==> src/rtl/neuron_mac_seq.sv <==
// Sequential N-input fixed-point neuron: one shared multiplier, valid/ready on both sides.
// Optional ReLU on the output when NEURON_RELU_EN is defined.
module neuron_mac_seq #(
  parameter int N    = 4,
  parameter int B    = 16,
  parameter int FRAC = 8
) (
  input  logic           clk,
  input  logic           rst_n,
  input  logic           in_valid,
  output logic           in_ready,
  input  logic [N*B-1:0] x,
  input  logic [N*B-1:0] w,
  input  logic [B-1:0]   b,
  output logic           out_valid,
  input  logic           out_ready,
  output logic [B-1:0]   y,
  output logic           busy
);

  localparam int ACC_W = 2*B + $clog2(N) + 1;
  localparam int IDX_W = $clog2(N);

  localparam logic [1:0] S_IDLE = 2'd0;
  localparam logic [1:0] S_MAC  = 2'd1;
  localparam logic [1:0] S_BIAS = 2'd2;
  localparam logic [1:0] S_DONE = 2'd3;

  localparam logic signed [ACC_W-1:0] Y_MAX = {{(ACC_W-B+1){1'b0}}, {(B-1){1'b1}}};
  localparam logic signed [ACC_W-1:0] Y_MIN = {{(ACC_W-B+1){1'b1}}, {(B-1){1'b0}}};
  localparam logic [IDX_W-1:0]        IDX_LAST = IDX_W'(N-1);

  logic [1:0]              state;
  logic [N*B-1:0]          xr;
  logic [N*B-1:0]          wr;
  logic [B-1:0]            br;
  logic signed [ACC_W-1:0] acc;
  logic [IDX_W-1:0]        idx;

  logic [B-1:0]            xs;
  logic [B-1:0]            ws;
  logic [2*B-1:0]          prod;
  logic signed [ACC_W-1:0] prod_ext;
  logic signed [ACC_W-1:0] bias_ext;
  logic signed [ACC_W-1:0] acc_b;
  logic signed [ACC_W-1:0] r;
  logic [B-1:0]            y_sat;
  logic [B-1:0]            y_next;

  always_comb begin
    xs = xr[idx*B +: B];
    ws = wr[idx*B +: B];
    // Operands sign-extended to 2B so the low 2B product bits are the exact signed product
    prod     = {{B{xs[B-1]}}, xs} * {{B{ws[B-1]}}, ws};
    prod_ext = {{(ACC_W-2*B){prod[2*B-1]}}, prod};
    bias_ext = {{(ACC_W-B-FRAC){br[B-1]}}, br, {FRAC{1'b0}}};
    acc_b    = acc + bias_ext;
    r        = acc_b >>> FRAC;
    if (r > Y_MAX) begin
      y_sat = {1'b0, {(B-1){1'b1}}};
    end else if (r < Y_MIN) begin
      y_sat = {1'b1, {(B-1){1'b0}}};
    end else begin
      y_sat = r[B-1:0];
    end
`ifdef NEURON_RELU_EN
    y_next = y_sat[B-1] ? '0 : y_sat;
`else
    y_next = y_sat;
`endif
  end

  always_ff @(posedge clk or negedge rst_n) begin
    if (!rst_n) begin
      state <= S_IDLE;
      xr    <= '0;
      wr    <= '0;
      br    <= '0;
      acc   <= '0;
      idx   <= '0;
      y     <= '0;
    end else begin
      case (state)
        S_IDLE: begin
          if (in_valid) begin
            xr    <= x;
            wr    <= w;
            br    <= b;
            acc   <= '0;
            idx   <= '0;
            state <= S_MAC;
          end
        end
        S_MAC: begin
          acc <= acc + prod_ext;
          if (idx == IDX_LAST) begin
            idx   <= '0;
            state <= S_BIAS;
          end else begin
            idx <= idx + 1'b1;
          end
        end
        S_BIAS: begin
          acc   <= acc_b;
          y     <= y_next;
          state <= S_DONE;
        end
        default: begin
          if (out_ready) begin
            state <= S_IDLE;
          end
        end
      endcase
    end
  end

  assign in_ready  = (state == S_IDLE);
  assign out_valid = (state == S_DONE);
  assign busy      = (state != S_IDLE);

endmodule
==> config.mk <==
export PLATFORM = sky130hd
export DESIGN_NAME = neuron_mac_seq
export DESIGN_NICKNAME = d
export VERILOG_FILES = /design/src/rtl/neuron_mac_seq.sv
export SDC_FILE = /design/constraint.sdc
export NUM_CORES = 1
export LEC_CHECK = 0
export ABC_CLOCK_PERIOD_IN_PS = 8400
export BUFFER_PORTS_ARGS = -buffer_cell sky130_fd_sc_hd__buf_4
export CORE_ASPECT_RATIO = 1.25
export CORE_MARGIN = 5
export CORE_UTILIZATION = 45
export DETAILED_ROUTE_END_ITERATION = 8
export GPL_ROUTABILITY_DRIVEN = 0
export PLACE_DENSITY_LB_ADDON = 0.12
export SLEW_MARGIN = 30
export SYNTH_ARGS = -nofsm -noshare
export SYNTH_HDL_FRONTEND = slang
export SYNTH_SLANG_ARGS = --single-unit
==> constraint.sdc <==
create_clock -name clk -period 8.4 [get_ports clk]
set_clock_uncertainty 0.1 [all_clocks]
set_input_delay 0.42 -clock clk [delete_from_list [all_inputs] [get_ports clk]]
set_output_delay 0.42 -clock clk [all_outputs]
set_load 0.005 [all_outputs]
* Word-level counts from Yosys, hierarchy flattened
Cells that the tools add are included.
** Word-level totals
- Register bits :: 199
- Input bits :: 148
- Output and inout port bits :: 19
- Word-level logic and storage cells :: 41
** Operators by class
- Add/sub/neg operators :: 3
- Multipliers :: 1
- $lt $le $gt $ge :: 2
- Eq/ne operators :: 6
- Shifts and indexed selects :: 2
- Mux-type cells :: 11
- Reductions and logical operators :: 9
** Operators with widths (number)
- indexed part select 64 x 7 -> 16 bit :: 2
- one-hot mux 35 bit (3 select lines) :: 1
- adder 35 x 24 -> 35 bit :: 1
- adder 35 x 32 -> 35 bit :: 1
- 2-to-1 mux 35 bit :: 1
- multiplier 16 x 16 -> 32 bit :: 1
- 2-to-1 mux 16 bit :: 2
- greater-than comparator 27 x 16 -> 1 bit (second input constant) :: 1
- less-than comparator 27 x 16 -> 1 bit (second input constant) :: 1
- 2-to-1 mux 2 bit :: 5
- == test 2 bit (second input constant) :: 3
- one-hot mux 2 bit (3 select lines) :: 1
- AND reduction 2 bit :: 3
- inequality test 2 bit (second input constant) :: 2
- one-hot mux 2 bit (2 select lines) :: 1
- nonzero test 2 bit :: 2
- nonzero test 4 bit :: 1
- AND reduction 3 bit :: 1
- nonzero test 3 bit :: 1
- adder 2 x 1 -> 2 bit (second input constant) :: 1
- == test 2 x 1 -> 1 bit (second input constant) :: 1
- logical NOT 2 bit :: 1

* Logic depth before layout (Yosys ltp)
- Word-level depth :: 4
- Depth in mapped cells :: 30
- Mapped depth without buffers :: 26

* Least setup slack after synthesis
No wires, ideal clock.
- Kind :: reg2reg
- Start :: register idx[1]
- End :: register acc[32]
- Arrival time :: 7.633 ns
- Required time :: 8.223 ns
- Setup slack :: 0.589 ns
- Stages on the path, launching flop included :: 29
- Buffers on the path :: 5
- Period minus slack after synthesis :: 7.811 ns
- Cell sequence :: dfrtp_1 clkbuf_1 buf_1 clkbuf_1 buf_1 mux4_2 clkbuf_1 nand2_1 fa_1 inv_1 fa_1 inv_1 fa_1 inv_1 fa_1 fa_1 inv_1 fa_1 inv_1 ha_1 and3_1 and3b_1 o32ai_1 o211ai_1 a31oi_1 o211ai_1 a41oi_1 mux2_2 a21oi_1
** On the way
- Cells in the longest elaborated chain, start to end :: 4
- Elaborated cells between the ends (all ways) :: 5
- Classes of those cells :: 1 x add/sub; 1 x mul; 2 x shift; 1 x mux
** RTL lines
- start, declared :: line 38 : logic [IDX_W-1:0] idx;
- start signal, assigned :: line 100 : idx <= idx + 1'b1;
- indexed part select 64 x 7 -> 16 bit (on tied branches) :: line 51, 52
- multiplier 16 x 16 -> 32 bit * :: line 54 : prod = {{B{xs[B-1]}}, xs} * {{B{ws[B-1]}}, ws};
- adder 35 x 32 -> 35 bit * :: line 95 : acc <= acc + prod_ext;
- one-hot mux 35 bit (3 select lines) * :: line 83 : case (state)
- end signal, assigned :: line 95
- end, declared :: line 37 : logic signed [ACC_W-1:0] acc;
Every way passes the cells marked *; elsewhere a longest branch is shown, timed or not.
A chain may end at the register's enable or synchronous reset.

* Worst setup path in the final report
- Start :: register idx[1]
- End :: register acc[31]
Same word-level chain as after synthesis.

==> results.sh <==
export IMPL_outcome="finished clean"
export IMPL_min_period_over_period=0.941
export IMPL_cts_tree="yes"
export IMPL_async_flop_share=1.00
export IMPL_postRouteAntennaNets=0
export IMPL_vias=15700
export IMPL_met3_usage=0.0392
export IMPL_top_usage_layer="met2"
export IMPL_crit_top_cell="fa_1"
export IMPL_cp_num_cells=27
export IMPL_rsz0062_at_grt="false"
export IMPL_cp_top_family="adder cells"
export IMPL_period_needed_ns=7.91
export IMPL_die_h_um=255
export IMPL_yosysWarnings=0
export IMPL_area_growth_pct=12.7
export IMPL_final_common_cell="inv_1"
export IMPL_r2r_end="acc[31]"
export IMPL_hold_viol=0
export IMPL_clkSlewWorstSetupHoldPaths_ns=0.09
export IMPL_crit_path_end_kind="flop"
export IMPL_crit_arrival_ns=8.19
export IMPL_post_cts_setup_buffer_count=0
export IMPL_numCtsBuffers=17
export IMPL_core_area_um2=47300
export IMPL_first_pass_iters=5
export IMPL_synth_cells=2159
export IMPL_root_buffer="clkbuf_16"
export IMPL_max_freq_mhz=126
export IMPL_grt_pass1_vias=17100
export IMPL_antenna_found_initial=0
export IMPL_clk_latency_ns=0.49
export IMPL_setup_viol=0
export IMPL_synthTopCellsByArea="fa_1 (29%), dfrtp_1 (23%), mux2_2 (8.9%)"
export IMPL_track_usage=0.223
export IMPL_seq_area_frac_synth=0.231
export IMPL_fp_dieW_um=206
export IMPL_routed_wl_um=56000
export IMPL_vias_per_cell=5.30
export IMPL_worst_ep_required_time_ns=8.68
export IMPL_min_path_type="primary input to flop"
export IMPL_syn_cell_area_um2=21600
export IMPL_worstSetupPathType="flop to flop"
export IMPL_synth_edf_count=0
export IMPL_synth_nets=2753
export IMPL_fillCellCount=4390
export IMPL_grt_pass1_wl_um=92200
export IMPL_met2_usage=0.367
export IMPL_antenna_cells=0
export IMPL_cp_num_buf_inv=7
export IMPL_startpoint_type="flop"
export IMPL_grt_max_degree=79
export IMPL_nNetsFinal=2906
export IMPL_row_count=89
export IMPL_crit_fanout=29
export IMPL_clk_path_buf_depth=2
export IMPL_crit_end="acc[31]"
export IMPL_ys_ff_latch=199
export IMPL_slowest_stage="dfrtp_2"
export IMPL_grtUsageMet1=0.302
export IMPL_cts_resized=0
export IMPL_clock_sinks=199
export IMPL_routedWlPerCell_um=18.9
export IMPL_drive_gt1_frac=0.188
export IMPL_cp_slowest_stage_delay_ns=0.70
export IMPL_worst_slew_pin_transition_ns=0.995
export IMPL_gr_total_overflow=0
export IMPL_portBuffers=166
export IMPL_slew_viol_final=0
export IMPL_r2r_start="idx[1]"
export IMPL_initialDrtViolationCount=733
export IMPL_maxCapViolCount=0
export IMPL_post_route_drc_count=0
export IMPL_ios=167
export IMPL_tns_ns=0
export IMPL_final_cell_mix="inv_1 (385), fa_1 (311), nand2_1 (207)"
export IMPL_reg2reg_depth=27
export IMPL_dp_hpwl_um=46400
export IMPL_start_util=0.456
export IMPL_htree_levels=4
export IMPL_synth_cell_types=70
export IMPL_critPathLaunch="idx[1]"
export IMPL_relSlewSlack=0.333
export IMPL_r2r_slack_ns=0.49
export IMPL_synth_largest_area_cell="fa_1"
export IMPL_netlist_area_leader_share=0.288
export IMPL_ys_flop_type="dfrtp_1"
export IMPL_dieArea_um2=52500
export IMPL_synth_area_per_cell_um2=10.0
[routing by layer]
layer | vias up | share of wire
met2 | 408 | 0.47
met1 | 7915 | 0.44
met4 | 0 | 0.028
met5 | - | 0
li1 | 7271 | -
met3 | 94 | 0.054
[stage by stage]
stage	util	instances	hold slack, ns	instance area, µm²	setup WS, ns
CTS	0.514	2962	0.0382	24300	0.475
global route	0.514	2962	0.0422	24300	0.0235
finish	0.514	2962	0.0613	24300	0.492
floorplan	-	2159	0.0244	21600	0.589
global placement	0.501	2929	0.321	23700	0.565
detailed placement	0.501	2929	0.325	23700	0.525
[sequential cells by signal, indices dropped and copies added (netlist names)]
| register | count |
|---|---|
| acc | 35 |
| br | 16 |
| idx | 2 |
| state | 2 |
| wr | 64 |
| xr | 64 |
| y | 16 |
[synth_stat cells, types with 3 or more instances]
| library cell | n |
|---|---|
| a31oi_1 | 12 |
| o211ai_1 | 7 |
| or2_2 | 4 |
| o21a_1 | 24 |
| a22oi_1 | 9 |
| o31ai_1 | 7 |
| nor2_1 | 174 |
| fa_1 | 311 |
| buf_1 | 11 |
| nand4_1 | 7 |
| xor2_1 | 13 |
| a21boi_0 | 6 |
| and2_1 | 14 |
| o221ai_1 | 8 |
| nand2_1 | 208 |
| o21ai_0 | 69 |
| ha_1 | 135 |
| buf_2 | 3 |
| mux2_2 | 170 |
| clkbuf_1 | 61 |
| nand3_1 | 12 |
| a21o_1 | 23 |
| o41ai_1 | 4 |
| a21oi_1 | 59 |
| o21ai_1 | 23 |
| nor3_1 | 18 |
| nor2b_1 | 10 |
| a211oi_1 | 19 |
| a211o_1 | 5 |
| and3_1 | 8 |
| inv_1 | 385 |
| xnor2_1 | 38 |
| dfrtp_1 | 199 |
| nand2b_1 | 11 |
| mux2i_1 | 27 |
| or3_1 | 4 |
| o21bai_1 | 9 |
| mux4_2 | 7 |
[cell type report]
class / count / area [µm²] / share of cell area
Multi-Input combinational cell: 1500 / 14900 / 0.612
Sequential cell: 199 / 4980 / 0.205
Timing Repair Buffer: 209 / 1600 / 0.0658
Inverter: 385 / 1450 / 0.0594
Tap cell: 637 / 797 / 0.0327
Clock buffer: 17 / 425 / 0.0175
Clock inverter: 15 / 193 / 0.00791
[timing repair]
action / 4_1_cts / 5_1_grt
hold buffers: 1 / 0
setup endpoints to repair: 0 / 0
hold endpoints to repair: 56 / 0
[how the worst min path moves through the flow]
stage | slack, ns | from | cells past startpoint | end
floorplan | 0.02 | rst_n | 0 | acc[0]
global placement | 0.32 | rst_n | 1 | xr[4]
detailed placement | 0.32 | rst_n | 1 | xr[4]
CTS | 0.04 | x[38] | 2 | xr[38]
global route | 0.04 | x[38] | 2 | xr[38]
finish | 0.06 | x[39] | 2 | xr[39]
[cell families after synthesis]
kind of cell / share of synthesized area
buf+inv: 0.0801
compound gates: 0.0950
flops: 0.231
mux: 0.108
simple gates: 0.0975
xor+xnor: 0.0220
fa+ha+maj: 0.366
Power is left out: the tool's default activity adds up to more than one toggle a clock period on the data nets, which glitch-free logic cannot reach.
